`config.mk`:
```
export PLATFORM = sky130hd
export DESIGN_NAME = if_fetch_buf
export DESIGN_NICKNAME = d
export VERILOG_FILES = /design/src/rtl/if_fetch_buf.sv
export SDC_FILE = /design/constraint.sdc
export NUM_CORES = 1
export LEC_CHECK = 0
export CAP_MARGIN = 20
export CORE_UTILIZATION = 57
export DETAILED_ROUTE_END_ITERATION = 16
export GPL_ROUTABILITY_DRIVEN = 0
export MAX_ROUTING_LAYER = met4
export PLACE_DENSITY = 0.86
export RECOVER_POWER = 100
export SLEW_MARGIN = 20
export SYNTH_ARGS = -nofsm -noshare
export SYNTH_HDL_FRONTEND = slang
export SYNTH_SLANG_ARGS = --single-unit
```
`constraint.sdc`:
```
create_clock -name clk -period 13.5 [get_ports clk]
set_clock_uncertainty 0.1 [all_clocks]
set_input_delay 1.35 -clock clk [delete_from_list [all_inputs] [get_ports clk]]
set_output_delay 1.35 -clock clk [all_outputs]
set_load 0.05 [all_outputs]
```
`src/rtl/if_fetch_buf.sv`:
```
`default_nettype none
// ============================================================================
//  Module      : if_fetch_buf
//  Description : Decoupled instruction-fetch front end. Issues in-order reads
//                on a req/gnt/rvalid memory port, buffers returned words with
//                their PCs in a small circular FIFO and presents them to
//                decode over a valid/ready handshake. Redirects from execute
//                re-target fetch, flush the buffer and mark every in-flight
//                response as stale so it is discarded on return.
//  Ports       : clk            core clock, all state on posedge
//                rst            asynchronous active-low reset
//                redirect_valid redirect request from execute
//                redirect_pc    redirect target (bits [1:0] forced to 0)
//                imem_req/addr  fetch request and address
//                imem_gnt       request accepted
//                imem_rvalid    read data valid (one per grant, in order)
//                imem_rdata     returned instruction word
//                id_valid/ready decode handshake
//                id_pc/id_inst  presented PC and instruction
//  Options     : IF_BYPASS_EN - when defined, a kept response arriving while
//                the buffer is empty and decode is ready is presented in the
//                same cycle instead of being written to the buffer.
//  Revision    : 1.0 - initial release
// ============================================================================
module if_fetch_buf #(
   parameter logic [63:0] PC_START = 64'h0000_0000_8000_0000,
   parameter int          DEPTH    = 2
) (
   input  logic        clk,
   input  logic        rst,
   input  logic        redirect_valid,
   input  logic [63:0] redirect_pc,
   output logic        imem_req,
   output logic [63:0] imem_addr,
   input  logic        imem_gnt,
   input  logic        imem_rvalid,
   input  logic [31:0] imem_rdata,
   output logic        id_valid,
   input  logic        id_ready,
   output logic [63:0] id_pc,
   output logic [31:0] id_inst
);

   localparam int                c_PTR_W = (DEPTH > 1) ? $clog2(DEPTH) : 1;
   localparam int                c_CNT_W = $clog2(DEPTH + 1);
   localparam logic [c_CNT_W:0]  c_DEPTH = (c_CNT_W + 1)'(DEPTH);

   logic [63:0]          r_fetch_pc;
   logic [63:0]          r_resp_pc;
   logic [c_CNT_W-1:0]   r_inflight;
   logic [c_CNT_W-1:0]   r_drop_cnt;
   logic [c_CNT_W-1:0]   r_count;
   logic [c_PTR_W-1:0]   r_wr_ptr;
   logic [c_PTR_W-1:0]   r_rd_ptr;
   logic [63:0]          r_fifo_pc   [DEPTH];
   logic [31:0]          r_fifo_inst [DEPTH];

   logic                 w_credit_ok;
   logic                 w_req;
   logic                 w_grant;
   logic                 w_drop;
   logic                 w_keep;
   logic                 w_fifo_ne;
   logic                 w_bypass;
   logic                 w_push;
   logic                 w_pop;
   logic                 w_id_valid;
   logic [c_CNT_W-1:0]   w_inflight_next;

   // Buffered plus outstanding fetches never exceed DEPTH, so every response
   // is guaranteed a free slot. Pops in the current cycle are not credited.
   assign w_credit_ok = ({1'b0, r_inflight} + {1'b0, r_count}) < c_DEPTH;
   assign w_req       = rst & ~redirect_valid & w_credit_ok;
   assign w_grant     = w_req & imem_gnt;
   assign w_drop      = (r_drop_cnt != '0);
   assign w_keep      = imem_rvalid & ~w_drop & ~redirect_valid;
   assign w_fifo_ne   = (r_count != '0);

`ifdef IF_BYPASS_EN
   assign w_bypass    = rst & w_keep & ~w_fifo_ne & id_ready;
`else
   assign w_bypass    = 1'b0;
`endif

   assign w_push      = w_keep & ~w_bypass;
   assign w_id_valid  = rst & ~redirect_valid & (w_fifo_ne | w_bypass);
   assign w_pop       = w_id_valid & id_ready & w_fifo_ne;

   // Outstanding count after this cycle's grant/return; on a redirect it is
   // also the number of responses still to come that must be discarded.
   assign w_inflight_next = r_inflight + c_CNT_W'(w_grant) - c_CNT_W'(imem_rvalid);

   assign imem_req  = w_req;
   assign imem_addr = r_fetch_pc;
   assign id_valid  = w_id_valid;

`ifdef IF_BYPASS_EN
   assign id_pc   = w_bypass  ? r_resp_pc  :
                    w_fifo_ne ? r_fifo_pc[r_rd_ptr] : 64'h0;
   assign id_inst = w_bypass  ? imem_rdata :
                    w_fifo_ne ? r_fifo_inst[r_rd_ptr] : 32'h0;
`else
   assign id_pc   = w_fifo_ne ? r_fifo_pc[r_rd_ptr]   : 64'h0;
   assign id_inst = w_fifo_ne ? r_fifo_inst[r_rd_ptr] : 32'h0;
`endif

   always_ff @(posedge clk or negedge rst) begin
      if (!rst) begin
         r_fetch_pc <= PC_START;
         r_resp_pc  <= PC_START;
         r_inflight <= '0;
         r_drop_cnt <= '0;
         r_count    <= '0;
         r_wr_ptr   <= '0;
         r_rd_ptr   <= '0;
      end else if (redirect_valid) begin
         r_fetch_pc <= {redirect_pc[63:2], 2'b00};
         r_resp_pc  <= {redirect_pc[63:2], 2'b00};
         r_inflight <= w_inflight_next;
         r_drop_cnt <= w_inflight_next;
         r_count    <= '0;
         r_wr_ptr   <= '0;
         r_rd_ptr   <= '0;
      end else begin
         if (w_grant) begin
            r_fetch_pc <= r_fetch_pc + 64'd4;
         end
         r_inflight <= w_inflight_next;
         if (imem_rvalid && w_drop) begin
            r_drop_cnt <= r_drop_cnt - c_CNT_W'(1);
         end
         if (w_keep) begin
            r_resp_pc <= r_resp_pc + 64'd4;
         end
         if (w_push) begin
            r_wr_ptr <= r_wr_ptr + c_PTR_W'(1);
         end
         if (w_pop) begin
            r_rd_ptr <= r_rd_ptr + c_PTR_W'(1);
         end
         r_count <= r_count + c_CNT_W'(w_push) - c_CNT_W'(w_pop);
      end
   end

   // Payload storage needs no reset: entries are only read while counted.
   always_ff @(posedge clk) begin
      if (w_push) begin
         r_fifo_pc[r_wr_ptr]   <= r_resp_pc;
         r_fifo_inst[r_wr_ptr] <= imem_rdata;
      end
   end

   a_no_overflow : assert property (@(posedge clk) disable iff (!rst)
                                    !(imem_rvalid && ({1'b0, r_count} == c_DEPTH)));

endmodule
`default_nettype wire

```
==> metrics.cfg <==
[layout]
fin_util=0.7241
fin_nets=1662
drive_gt1_frac=0.05136
syn2layout_area_growth_pct=25.06
nFillCells=1798
design_area_um2=18820

[power]
power.density_nw_per_um2=144.4
clockPowerShare=0.308
max-vdd-ir-drop_mv=0.1171
p_switching_mw=0.9115
p_leak_nw=6.710
p_comb_frac=0.236
power_mw=2.717
intPower_mw=1.806
power_frac_seq=0.456
switching_share=0.3354

[synthesis]
synth_warnings=0
synth_edf_count=188
synth_flop_cell=edfxtp_1
yosysTopAreaCellShare=0.3752
yosysMostFrequentCell=edfxtp_1
yosysTopAreaCell=edfxtp_1
ys_top_cells_by_area=edfxtp_1, dfrtp_1, mux2i_1
synth_commonest_cells=edfxtp_1, nor2_1, dfrtp_1
ys_ff_latch=320
synth.cell_area_um2=15050
synthArstFlopShare=0.4125
ys_types=61
synth-seq-area-share=0.5949
avgSynthCellArea_um2=11.49
synth_cells=1309

[floorplanning]
rows=59
io_pins=264
die_w_um=164.5
die_area_um2=27050
die_h_um=164.5
initial_utilization=0.5790
core-area_um2=25980

[clock_tree]
path_clk_slew_ps=60
cts_tree=done
ctsHoldBuffers=0
cts.sinks=320
clock_path_buffers=3
cts_root_buffer=clkbuf_16
cts_buffers=31
h-tree-depth=1
worstSkewPairLatency_ps=570
cts_setup_buffers=0
cts.repair.resized=0

[sta]
drv_slew=565
hold_viol=0
finalCriticalPeriod_ps=8573
worst_pin_slew_ps=4261
whs_ps=443.8
setup_viol=0
setup_tns_ps=0
slew_headroom=-1.841
rsz0062_at_grt=no
fin_crit_sh=0.6350
fmax_mhz=116.6

[global_route]
grtUsageTotal=0.3076
grt_first_pass_wirelength_um=62750
grt_max_degree=96
first_global_vias=11540
grt_overflow_total=0
grt_antenna_before_repair=1

[placed_design]
dp.final_hpwl_um=27340
io_buffer_count=257
placedInstanceArea_um2=17900

[routing]
final_antenna_net_count=0
drtPass1Iterations=6
post-route-drc-count=0
wl_per_cell_um=21.03
vias=12130
vias_per_cell=6.339
drt-initial-drc-count=1233
routed_wl_um=40230

[setup_path]
path_cells=clkbuf_1, clkbuf_1, clkinv_1, clkbuf_1, and3_1, buf_4
critPathBufInv=5
critPathKind=input port to flop
endpoint_kind=flop
crit_arrival_ps=8650
ff2ff_setup_slack_ps=7350
reg2reg_to=r_fifo_pc[0][63]$_DFFE_PP_
crit_cells=6
crit_path_max_incr_delay_ps=2280
startpoint=redirect_valid
slowest_stage=clkbuf_1
crit_fanout=80
crit_end=r_fifo_inst[1][0]$_DFFE_PP_
cpLargestDelayFamily=buffers and inverters
reg2regPathDepth=6
crit_top_cell=clkbuf_1
critical_path_required_ps=13580
reg2reg_from=r_drop_cnt[0]$_DFFE_PN0P_
start_kind=input port

[run]
maxCapViolCount=10

[hold_path]
hold_class=flop to flop

[outcome]
violations=capacitance limit, slew limit
status=complete, but fails checks

layer usage:
metal	GRT usage	up-vias	share of wire
met1	0.4278	5787	0.40
li1	-	5441	-
met4	0.1038	0	0.033
met5	-	-	0
met2	0.4632	782	0.45
met3	0.04997	116	0.11
sequential cells by signal, summed over array words and instances (netlist names), 2 cells and up:
register	cells
r_inflight	2
imem_addr	62
r_drop_cnt	2
r_count	2
r_fifo_inst	64
r_fifo_pc	124
r_resp_pc	62
metrics by stage:
step           setup WS [ps]  cells
5_1_grt                 4295   1913
6_report                4927   1913
3_5_place_dp            8370   1854
3_3_place_gp            8370   1854
2_1_floorplan           6693   1312
4_1_cts                 8367   1912
power groups by stage:
| stage | Clock [mW] | Combinational (mW) | Sequential (mW) |
|---|---|---|---|
| after floorplan | 0 | 0.366 | 1.29 |
| after global placement | 0 | 0.649 | 1.24 |
| after detailed placement | 0 | 0.662 | 1.25 |
| after CTS | 0.846 | 0.667 | 1.23 |
| after global routing | 0.886 | 0.681 | 1.25 |
| final | 0.838 | 0.640 | 1.24 |
how the worst min path moves through the flow:
stage / slack [ps] / depth (start not counted) / endpoint / start
after global placement: 410 / 1 / r_inflight[0]$_DFF_PN0_ / r_inflight[0]$_DFF_PN0_
final: 440 / 1 / r_inflight[0]$_DFF_PN0_ / r_inflight[0]$_DFF_PN0_
after CTS: 440 / 1 / r_inflight[0]$_DFF_PN0_ / r_inflight[0]$_DFF_PN0_
after global routing: 460 / 0 / r_fifo_pc[0][55]$_DFFE_PP_ / r_resp_pc[55]$_DFFE_PN0N_
after detailed placement: 430 / 0 / r_fifo_pc[1][10]$_DFFE_PP_ / r_resp_pc[10]$_DFFE_PN0N_
after floorplan: 360 / 0 / r_fifo_pc[0][63]$_DFFE_PP_ / r_resp_pc[63]$_DFFE_PN0N_
cells by family (layout without fill, tap and decap cells):
logic type / after synthesis / in the layout / synth area share
and+or+nand+nor: 551 / 551 / 0.1921
DFF: 320 / 320 / 0.5949
buffers and inverters: 89 / 354 / 0.02412
adders and majority gates: 8 / 8 / 0.007152
AOI/OAI and AO/OA: 196 / 196 / 0.08940
other: 1 / 5 / 0.0002492
muxes: 98 / 98 / 0.06528
xor gates and xnor gates: 46 / 46 / 0.02678
layout by cell type (no fill, tap or decap), types with 28 or more instances in the layout:
cell type	n
dfrtp_1	130
mux2i_1	97
o211ai_1	30
o21ai_0	63
nand2_1	112
o311ai_0	37
xor2_1	28
clkbuf_16	31
nor2_1	158
dlygate4sd3_1	189
nand4_1	66
nand3_1	64
edfxtp_1	188
clkdlybuf4s50_1	66
layout make-up:
type                       instances  area, um2  share of cell area
sequential                       320       8951              0.4757
multi-input combinational        903       5736              0.3048
timing repair buffer             269       2620              0.1392
clock buffer                      35      800.8             0.04256
tap                              335      419.2             0.02228
clock inverter                    23      186.4            0.009908
inverter                          27      101.3            0.005386
antenna                            1      2.502           0.0001330
No activity file was read; power rests on OpenSTA's default activity.
